### src/rtl/i2c_write_sequencer_pkg.sv
// i2c_seq_pkg: shared constants, FSM encoding and table entry layout
// for the I2C init write sequencer (optional host port: I2C_SEQ_HOST_PORT_EN).
package i2c_seq_pkg;

  localparam int         ENTRY_W   = 24;
  localparam logic [7:0] END_MARK  = 8'hFF;
  localparam int         RETRY_GAP = 16;

  typedef enum logic [3:0] {
    S_PWRUP   = 4'd0,
    S_FETCH   = 4'd1,
    S_GO_HI   = 4'd2,
    S_WAIT_LO = 4'd3,
    S_WAIT_HI = 4'd4,
    S_CHECK   = 4'd5,
    S_RETRY   = 4'd6,
    S_DONE    = 4'd7,
    S_ERR     = 4'd8
  } state_t;

  typedef struct packed {
    logic [7:0] slave;
    logic [7:0] ptr;
    logic [7:0] data;
  } entry_t;

endpackage

### src/rtl/i2c_write_sequencer_if.sv
// Engine handshake, write bus and status bundle of the init sequencer.
// Host request signals exist only with I2C_SEQ_HOST_PORT_EN defined.
interface i2c_write_sequencer_if;

  logic       END_OK;
  logic       ACK_OK;
  logic       GO;
  logic [7:0] SLAVE_ADDRESS;
  logic [7:0] POINTER;
  logic [7:0] WDATA8;
  logic       INIT_DONE;
  logic       INIT_ERR;
  logic [7:0] ERR_INDEX;

`ifdef I2C_SEQ_HOST_PORT_EN
  logic       HOST_REQ;
  logic [7:0] HOST_SLAVE;
  logic [7:0] HOST_PTR;
  logic [7:0] HOST_DATA;
  logic       HOST_ACK;
  logic       HOST_NACK;

  modport master (
    input  END_OK, ACK_OK,
    input  HOST_REQ, HOST_SLAVE,
    input  HOST_PTR, HOST_DATA,
    output GO, SLAVE_ADDRESS,
    output POINTER, WDATA8,
    output INIT_DONE, INIT_ERR,
    output ERR_INDEX,
    output HOST_ACK, HOST_NACK
  );

  modport slave (
    output END_OK, ACK_OK,
    output HOST_REQ, HOST_SLAVE,
    output HOST_PTR, HOST_DATA,
    input  GO, SLAVE_ADDRESS,
    input  POINTER, WDATA8,
    input  INIT_DONE, INIT_ERR,
    input  ERR_INDEX,
    input  HOST_ACK, HOST_NACK
  );
`else
  modport master (
    input  END_OK, ACK_OK,
    output GO, SLAVE_ADDRESS,
    output POINTER, WDATA8,
    output INIT_DONE, INIT_ERR,
    output ERR_INDEX
  );

  modport slave (
    output END_OK, ACK_OK,
    input  GO, SLAVE_ADDRESS,
    input  POINTER, WDATA8,
    input  INIT_DONE, INIT_ERR,
    input  ERR_INDEX
  );
`endif

endinterface

### src/rtl/i2c_write_sequencer_rom.sv
// i2c_seq_rom: constant init table, idx -> {slave, pointer, data}.
// Unused slots read as END_MARK so the walk stops there.
module i2c_seq_rom
  import i2c_seq_pkg::*;
(
  input  logic [7:0] idx,
  output entry_t     entry
);

  always_comb begin
    entry = '{slave: END_MARK, ptr: 8'h00, data: 8'h00};
    case (idx)
      8'd0:    entry = '{slave: 8'h34, ptr: 8'h10, data: 8'h01};
      8'd1:    entry = '{slave: 8'h34, ptr: 8'h11, data: 8'h22};
      8'd2:    entry = '{slave: 8'h1A, ptr: 8'h05, data: 8'h7F};
      default: entry = '{slave: END_MARK, ptr: 8'h00, data: 8'h00};
    endcase
  end

endmodule

### src/rtl/i2c_write_sequencer.sv
// i2c_write_sequencer: walks the init table through the byte-write engine
// with ACK check and retries; host port enabled by I2C_SEQ_HOST_PORT_EN.
module i2c_write_sequencer
  import i2c_seq_pkg::*;
#(
  parameter int N_ENTRIES = 8,
  parameter int PWRUP_DLY = 255,
  parameter int GO_HOLD   = 2,
  parameter int MAX_RETRY = 3,
  parameter int TIMEOUT   = 1023
) (
  input logic PT_CK,
  input logic RESET_N,
  i2c_write_sequencer_if.master bus
);

  state_t      state;
  logic [8:0]  idx;
  logic [15:0] dly_cnt;
  logic [15:0] to_cnt;
  logic [7:0]  retry_cnt;
  logic        ack_q;
  logic        host_mode;
  entry_t      rom_entry;

  i2c_seq_rom u_rom (
    .idx   (idx[7:0]),
    .entry (rom_entry)
  );

  always_ff @(posedge PT_CK or negedge RESET_N) begin
    if (!RESET_N) begin
      state             <= S_PWRUP;
      idx               <= '0;
      dly_cnt           <= '0;
      to_cnt            <= '0;
      retry_cnt         <= '0;
      ack_q             <= 1'b0;
      host_mode         <= 1'b0;
      bus.GO            <= 1'b0;
      bus.SLAVE_ADDRESS <= '0;
      bus.POINTER       <= '0;
      bus.WDATA8        <= '0;
      bus.INIT_DONE     <= 1'b0;
      bus.INIT_ERR      <= 1'b0;
      bus.ERR_INDEX     <= '0;
`ifdef I2C_SEQ_HOST_PORT_EN
      bus.HOST_ACK      <= 1'b0;
      bus.HOST_NACK     <= 1'b0;
`endif
    end else begin
`ifdef I2C_SEQ_HOST_PORT_EN
      bus.HOST_ACK  <= 1'b0;
      bus.HOST_NACK <= 1'b0;
`endif
      case (state)
        S_PWRUP: begin
          if (dly_cnt < 16'(PWRUP_DLY))
            dly_cnt <= dly_cnt + 16'd1;
          else if (bus.END_OK)
            state <= S_FETCH;
        end
        S_FETCH: begin
          if (idx == 9'(N_ENTRIES) ||
              rom_entry.slave == END_MARK) begin
            bus.INIT_DONE <= !bus.INIT_ERR;
            state         <= S_DONE;
          end else begin
            bus.SLAVE_ADDRESS <= rom_entry.slave;
            bus.POINTER       <= rom_entry.ptr;
            bus.WDATA8        <= rom_entry.data;
            state             <= S_GO_HI;
          end
        end
        // A stuck engine (END_OK low) blocks any new GO here
        S_GO_HI: begin
          if (!bus.GO) begin
            if (bus.END_OK) begin
              bus.GO  <= 1'b1;
              dly_cnt <= 16'd1;
            end
          end else if (dly_cnt >= 16'(GO_HOLD)) begin
            bus.GO <= 1'b0;
            to_cnt <= '0;
            state  <= S_WAIT_LO;
          end else begin
            dly_cnt <= dly_cnt + 16'd1;
          end
        end
        S_WAIT_LO: begin
          if (!bus.END_OK) begin
            ack_q  <= 1'b0;
            to_cnt <= '0;
            state  <= S_WAIT_HI;
          end else if (to_cnt >= 16'(TIMEOUT)) begin
            ack_q <= 1'b0;
            state <= S_CHECK;
          end else begin
            to_cnt <= to_cnt + 16'd1;
          end
        end
        // ACK_OK drops with the END_OK rise, so keep the last busy sample
        S_WAIT_HI: begin
          if (bus.END_OK) begin
            state <= S_CHECK;
          end else if (to_cnt >= 16'(TIMEOUT)) begin
            ack_q <= 1'b0;
            state <= S_CHECK;
          end else begin
            ack_q  <= bus.ACK_OK;
            to_cnt <= to_cnt + 16'd1;
          end
        end
        S_CHECK: begin
          if (host_mode) begin
            host_mode <= 1'b0;
`ifdef I2C_SEQ_HOST_PORT_EN
            bus.HOST_ACK  <= ack_q;
            bus.HOST_NACK <= !ack_q;
`endif
            state <= bus.INIT_ERR ? S_ERR : S_DONE;
          end else if (ack_q) begin
            idx       <= idx + 9'd1;
            retry_cnt <= '0;
            state     <= S_FETCH;
          end else if (int'(retry_cnt) < MAX_RETRY) begin
            retry_cnt <= retry_cnt + 8'd1;
            dly_cnt   <= '0;
            state     <= S_RETRY;
          end else begin
            if (!bus.INIT_ERR)
              bus.ERR_INDEX <= idx[7:0];
            bus.INIT_ERR <= 1'b1;
            state        <= S_ERR;
          end
        end
        S_RETRY: begin
          if (dly_cnt >= 16'(RETRY_GAP - 1))
            state <= S_GO_HI;
          else
            dly_cnt <= dly_cnt + 16'd1;
        end
        S_DONE, S_ERR: begin
`ifdef I2C_SEQ_HOST_PORT_EN
          if (bus.HOST_REQ && bus.END_OK) begin
            host_mode         <= 1'b1;
            bus.SLAVE_ADDRESS <= bus.HOST_SLAVE;
            bus.POINTER       <= bus.HOST_PTR;
            bus.WDATA8        <= bus.HOST_DATA;
            state             <= S_GO_HI;
          end
`endif
        end
        default: state <= S_PWRUP;
      endcase
    end
  end

endmodule

### src/flat_wrapper.sv
// flat-port wrapper written by rule: the top's interface ports become plain ports
module i2c_write_sequencer_flat import i2c_seq_pkg::*;
#(
  parameter int N_ENTRIES = 8,
  parameter int PWRUP_DLY = 255,
  parameter int GO_HOLD   = 2,
  parameter int MAX_RETRY = 3,
  parameter int TIMEOUT   = 1023
)
  (PT_CK, RESET_N, bus_END_OK, bus_ACK_OK, bus_GO, bus_SLAVE_ADDRESS, bus_POINTER, bus_WDATA8, bus_INIT_DONE, bus_INIT_ERR, bus_ERR_INDEX);
  i2c_write_sequencer_if bus_i ();
  input logic PT_CK;
  input logic RESET_N;
  input wire logic [$bits(bus_i.END_OK)-1:0] bus_END_OK;
  input wire logic [$bits(bus_i.ACK_OK)-1:0] bus_ACK_OK;
  output wire logic [$bits(bus_i.GO)-1:0] bus_GO;
  output wire logic [$bits(bus_i.SLAVE_ADDRESS)-1:0] bus_SLAVE_ADDRESS;
  output wire logic [$bits(bus_i.POINTER)-1:0] bus_POINTER;
  output wire logic [$bits(bus_i.WDATA8)-1:0] bus_WDATA8;
  output wire logic [$bits(bus_i.INIT_DONE)-1:0] bus_INIT_DONE;
  output wire logic [$bits(bus_i.INIT_ERR)-1:0] bus_INIT_ERR;
  output wire logic [$bits(bus_i.ERR_INDEX)-1:0] bus_ERR_INDEX;
  assign bus_i.END_OK = bus_END_OK;
  assign bus_i.ACK_OK = bus_ACK_OK;
  assign bus_GO = bus_i.GO;
  assign bus_SLAVE_ADDRESS = bus_i.SLAVE_ADDRESS;
  assign bus_POINTER = bus_i.POINTER;
  assign bus_WDATA8 = bus_i.WDATA8;
  assign bus_INIT_DONE = bus_i.INIT_DONE;
  assign bus_INIT_ERR = bus_i.INIT_ERR;
  assign bus_ERR_INDEX = bus_i.ERR_INDEX;
  i2c_write_sequencer #(.N_ENTRIES(N_ENTRIES), .PWRUP_DLY(PWRUP_DLY), .GO_HOLD(GO_HOLD), .MAX_RETRY(MAX_RETRY), .TIMEOUT(TIMEOUT)) u_core (.PT_CK(PT_CK), .RESET_N(RESET_N), .bus(bus_i));
endmodule
### config.mk
export PLATFORM = sky130hd
export DESIGN_NAME = i2c_write_sequencer_flat
export DESIGN_NICKNAME = d
export VERILOG_FILES = /design/src/rtl/i2c_write_sequencer_pkg.sv /design/src/rtl/i2c_write_sequencer_if.sv /design/src/rtl/i2c_write_sequencer_rom.sv /design/src/rtl/i2c_write_sequencer.sv /design/src/flat_wrapper.sv
export SDC_FILE = /design/constraint.sdc
export NUM_CORES = 1
export LEC_CHECK = 0
export BUFFER_PORTS_ARGS = -buffer_cell sky130_fd_sc_hd__buf_2
export CAP_MARGIN = 20
export CORE_MARGIN = 2
export CORE_UTILIZATION = 45
export CTS_CLUSTER_DIAMETER = 30
export DETAILED_ROUTE_END_ITERATION = 10
export SLEW_MARGIN = 20
export SYNTH_ARGS = -nofsm -noshare
export SYNTH_HDL_FRONTEND = slang
export SYNTH_SLANG_ARGS = --single-unit
### constraint.sdc
create_clock -name PT_CK -period 4.6 [get_ports PT_CK]
set_clock_uncertainty 0.2 [all_clocks]
set_input_delay 0.92 -clock PT_CK [delete_from_list [all_inputs] [get_ports PT_CK]]
set_output_delay 0.92 -clock PT_CK [all_outputs]
set_load 0.02 [all_outputs]
==> impl_metrics.py <==
metrics = {
    "cells_and_area": {
        "final_util": 0.4972,
        "num_antenna_cells": 0,
        "drive_gt1_frac": 0.1991,
        "nFillCells": 821,
        "layout.nets": 429,
        "syn2layout_area_growth_pct": 8.608,
    },
    "floorplanning": {
        "die_h_microns": 97.74,
        "dieArea_sq_um": 9552,
        "core_sq_um": 8636,
        "rows": 34,
        "die_x_microns": 97.74,
        "io_pins": 39,
        "start_util": 0.4578,
    },
    "synth": {
        "synth_area_sq_um": 3954,
        "synthCells": 397,
        "async_reset_ff_frac": 1.000,
        "netlist.area_leader.share": 0.4557,
        "avgSynthCellArea_sq_um": 9.959,
        "ys.flop_type": "dfrtp_1",
        "ys_types": 68,
        "yosys_warnings": 0,
        "synth_edf_count": 0,
        "synth.ff_latch_count": 72,
        "yosysSeqAreaShare": 0.4557,
        "ys_top_cells_by_area": "dfrtp_1 46%, buf_4 3.0%, nor2_1 3.0%",
        "synth_top_cell_by_area": "dfrtp_1",
    },
    "sta": {
        "rsz0062_at_grt": "no",
        "finalCritPeriodShare": 0.6906,
        "timing.fmax_mhz": 314.8,
        "hold_violations": 0,
        "slew_viol_final": 0,
        "tightest_slew_ns": 0.9785,
        "fin_crit_ns": 3.177,
        "finalSetupTns_ns": 0,
        "max-slew-margin-rel": 0.3423,
        "setup_violations": 0,
    },
    "power_and_ir_drop": {
        "power_density_nw_per_um2": 584.1,
        "p_leak_nw": 1.952,
        "finalPower_mw": 2.508,
        "ir_worst_vdd_uv": 230.9,
    },
    "critical_path": {
        "worstPathMaxFanout": 21,
        "cp.required_ns": 4.66,
        "crit_type": "flip-flop to flip-flop",
        "cp_data_arrival_time_ns": 3.23,
        "cp-start-kind": "flip-flop",
        "crit_path_max_incr_delay_ns": 0.60,
        "worstReg2RegStart": "u_core.state[1]$_DFFE_PN0P_",
        "path_cells": "nand4bb_1 > or3_4 > a221oi_4 > nand3_4 > o41ai_1",
        "reg2reg_depth": 5,
        "reg2reg_to": "u_core.dly_cnt[5]$_DFFE_PN0P_",
        "rrSetupSlack_ns": 1.42,
        "worst_setup_path_end_kind": "flip-flop",
        "cpMaxStageDelayCell": "dfrtp_1",
    },
    "worst_hold_path": {
        "hold_end": "u_core.bus.SLAVE_ADDRESS[4]$_DFFE_PN0P_",
        "min_path_cells": 1,
        "min_from": "u_core.bus.SLAVE_ADDRESS[4]$_DFFE_PN0P_",
        "hold_class": "flip-flop to flip-flop",
    },
    "cts": {
        "cts_tree": "built",
        "cts-htree-levels": 3,
        "hold_buffers": 0,
        "cts_root_buf": "clkbuf_8",
        "cts.sinks": 72,
        "clkTransAtPathRegs_ns": 0.08,
        "post_cts_buffers": 0,
        "cts_made_buffers": 9,
        "postCtsResizedCells": 0,
        "cts_max_path_buffers": 2,
        "insertion_delay_ns": 0.36,
    },
    "global_routing": {
        "grt_pass1_wl_microns": 13930,
        "grt_usage": 0.1771,
        "grt_max_degree": 52,
        "grt-ovfl-total": 0,
        "antenna_found_initial": 0,
        "grt_pass1_vias": 2858,
    },
    "drt": {
        "routed_wl_microns": 7886,
        "drt_iter0_markers": 132,
        "final_antenna_net_count": 0,
        "routedWlPerCell_microns": 14.88,
        "drcViolationCount": 0,
        "drtPass1Iterations": 4,
        "routed_via_density": 5.617,
        "vias": 2977,
    },
    "place": {
        "routabilityCongestion": 0.8462,
        "portBuffers": 32,
        "place_hpwl_microns": 5487,
    },
    "run_status": {
        "status": "completed",
    },
    "job": {
        "timing.max_cap.violations": 0,
    },
}
==> kinds of logic after synthesis <==
| family | share of synthesized area |
|---|---|
| simple gates | 0.2405 |
| flops | 0.4557 |
| xor+xnor | 0.01772 |
| other cells | 0.0009485 |
| fa+ha+maj | 0.02532 |
| buf+inv | 0.07183 |
| compound gates | 0.1519 |
| mux | 0.03608 |
==> through the flow <==
| step | worst slack (ns) | instances | cell area [sq um] | hold slack [ns] |
|---|---|---|---|---|
| CTS | 1.423 | 530 | 4294 | 0.2810 |
| finish | 1.423 | 530 | 4294 | 0.2736 |
| global route | 1.100 | 530 | 4294 | 0.3031 |
| floorplan | 1.691 | 402 | 3973 | 0.2437 |
| global placement | 1.364 | 514 | 4059 | 0.2474 |
| detailed placement | 1.295 | 514 | 4059 | 0.2604 |
==> routing by layer <==
metal	share of wire	wire length, microns	track usage
met5	0	0	0
met4	0.019	150	0.06731
met3	0.042	335	0.04653
met2	0.43	3353	0.2451
met1	0.51	4046	0.2661
==> how the worst max path moves through the flow <==
stage                                           start                            end  slack [ns]  cells after the start
after CTS                 u_core.state[0]$_DFFE_PN0P_  u_core.dly_cnt[7]$_DFFE_PN0P_        1.42                      5
after global routing      u_core.state[0]$_DFFE_PN0P_  u_core.dly_cnt[3]$_DFFE_PN0P_        1.10                      5
after global placement                     bus_END_OK   u_core.to_cnt[8]$_DFFE_PN0P_        1.36                      6
after floorplan                            bus_END_OK   u_core.to_cnt[6]$_DFFE_PN0P_        1.69                      7
final                     u_core.state[1]$_DFFE_PN0P_  u_core.dly_cnt[5]$_DFFE_PN0P_        1.42                      5
after detailed placement                   bus_END_OK   u_core.to_cnt[7]$_DFFE_PN0P_        1.30                      6
==> placed cells by master, fill, tap and decap left out, types with 12 or more instances in the layout <==
| master | n |
|---|---|
| inv_1 | 18 |
| a21oi_1 | 21 |
| buf_2 | 32 |
| nand4_1 | 12 |
| nand2_1 | 27 |
| o21ai_0 | 16 |
| nor2_1 | 32 |
| nand3_1 | 13 |
| and2_1 | 18 |
| dfrtp_1 | 72 |
==> critical path, delay by kind of cell, from the launching register on <==
kind,cells,cell delay (ns)
AOI/OAI and AO/OA,2,0.97
and+or+nand+nor,3,1.29
DFF,1,0.60
==> cells in the mapped netlist (4+ instances only) <==
library cell,count
inv_1,18
xnor2_1,7
nand3_1,13
a21o_1,6
nor4_1,6
or2_2,4
a21oi_1,21
and3_1,7
nor3_1,6
buf_4,16
clkbuf_1,6
mux2_2,10
nand2_1,27
or3_1,7
nand4_1,12
o21ai_0,16
and2_1,18
dfrtp_1,72
a41oi_1,5
and2_2,4
nor2_1,32
ha_1,8
o41ai_1,11
==> area by class of cell <==
type / count / area [sq um] / share of cell area
Multi-Input combinational cell: 283 / 1887 / 0.4394
Timing Repair Buffer: 33 / 167.7 / 0.03904
Clock buffer: 10 / 137.6 / 0.03205
Tap cell: 108 / 135.1 / 0.03147
Sequential cell: 72 / 1802 / 0.4196
Inverter: 18 / 67.56 / 0.01573
Clock inverter: 6 / 97.59 / 0.02273
==> registers in the layout, summed over array words and instances, names as in the netlist <==
name	count
u_core.dly_cnt	16
u_core.to_cnt	16
u_core.bus.ERR_INDEX	8
u_core.ack_q	1
u_core.bus.INIT_ERR	1
u_core.bus.WDATA8	3
u_core.state	4
u_core.bus.GO	1
u_core.retry_cnt	8
u_core.bus.SLAVE_ADDRESS	4
u_core.idx	8
u_core.bus.INIT_DONE	1
u_core.bus.POINTER	1
==> power breakdown <==
group	leakage (nW)	total, mW	internal, mW	switching [mW]
logic	0.881	0.989	0.381	0.608
registers	0.951	0.922	0.744	0.179
clock network	0.120	0.597	0.330	0.267
Note: power is estimated with default switching activity, not from simulation.
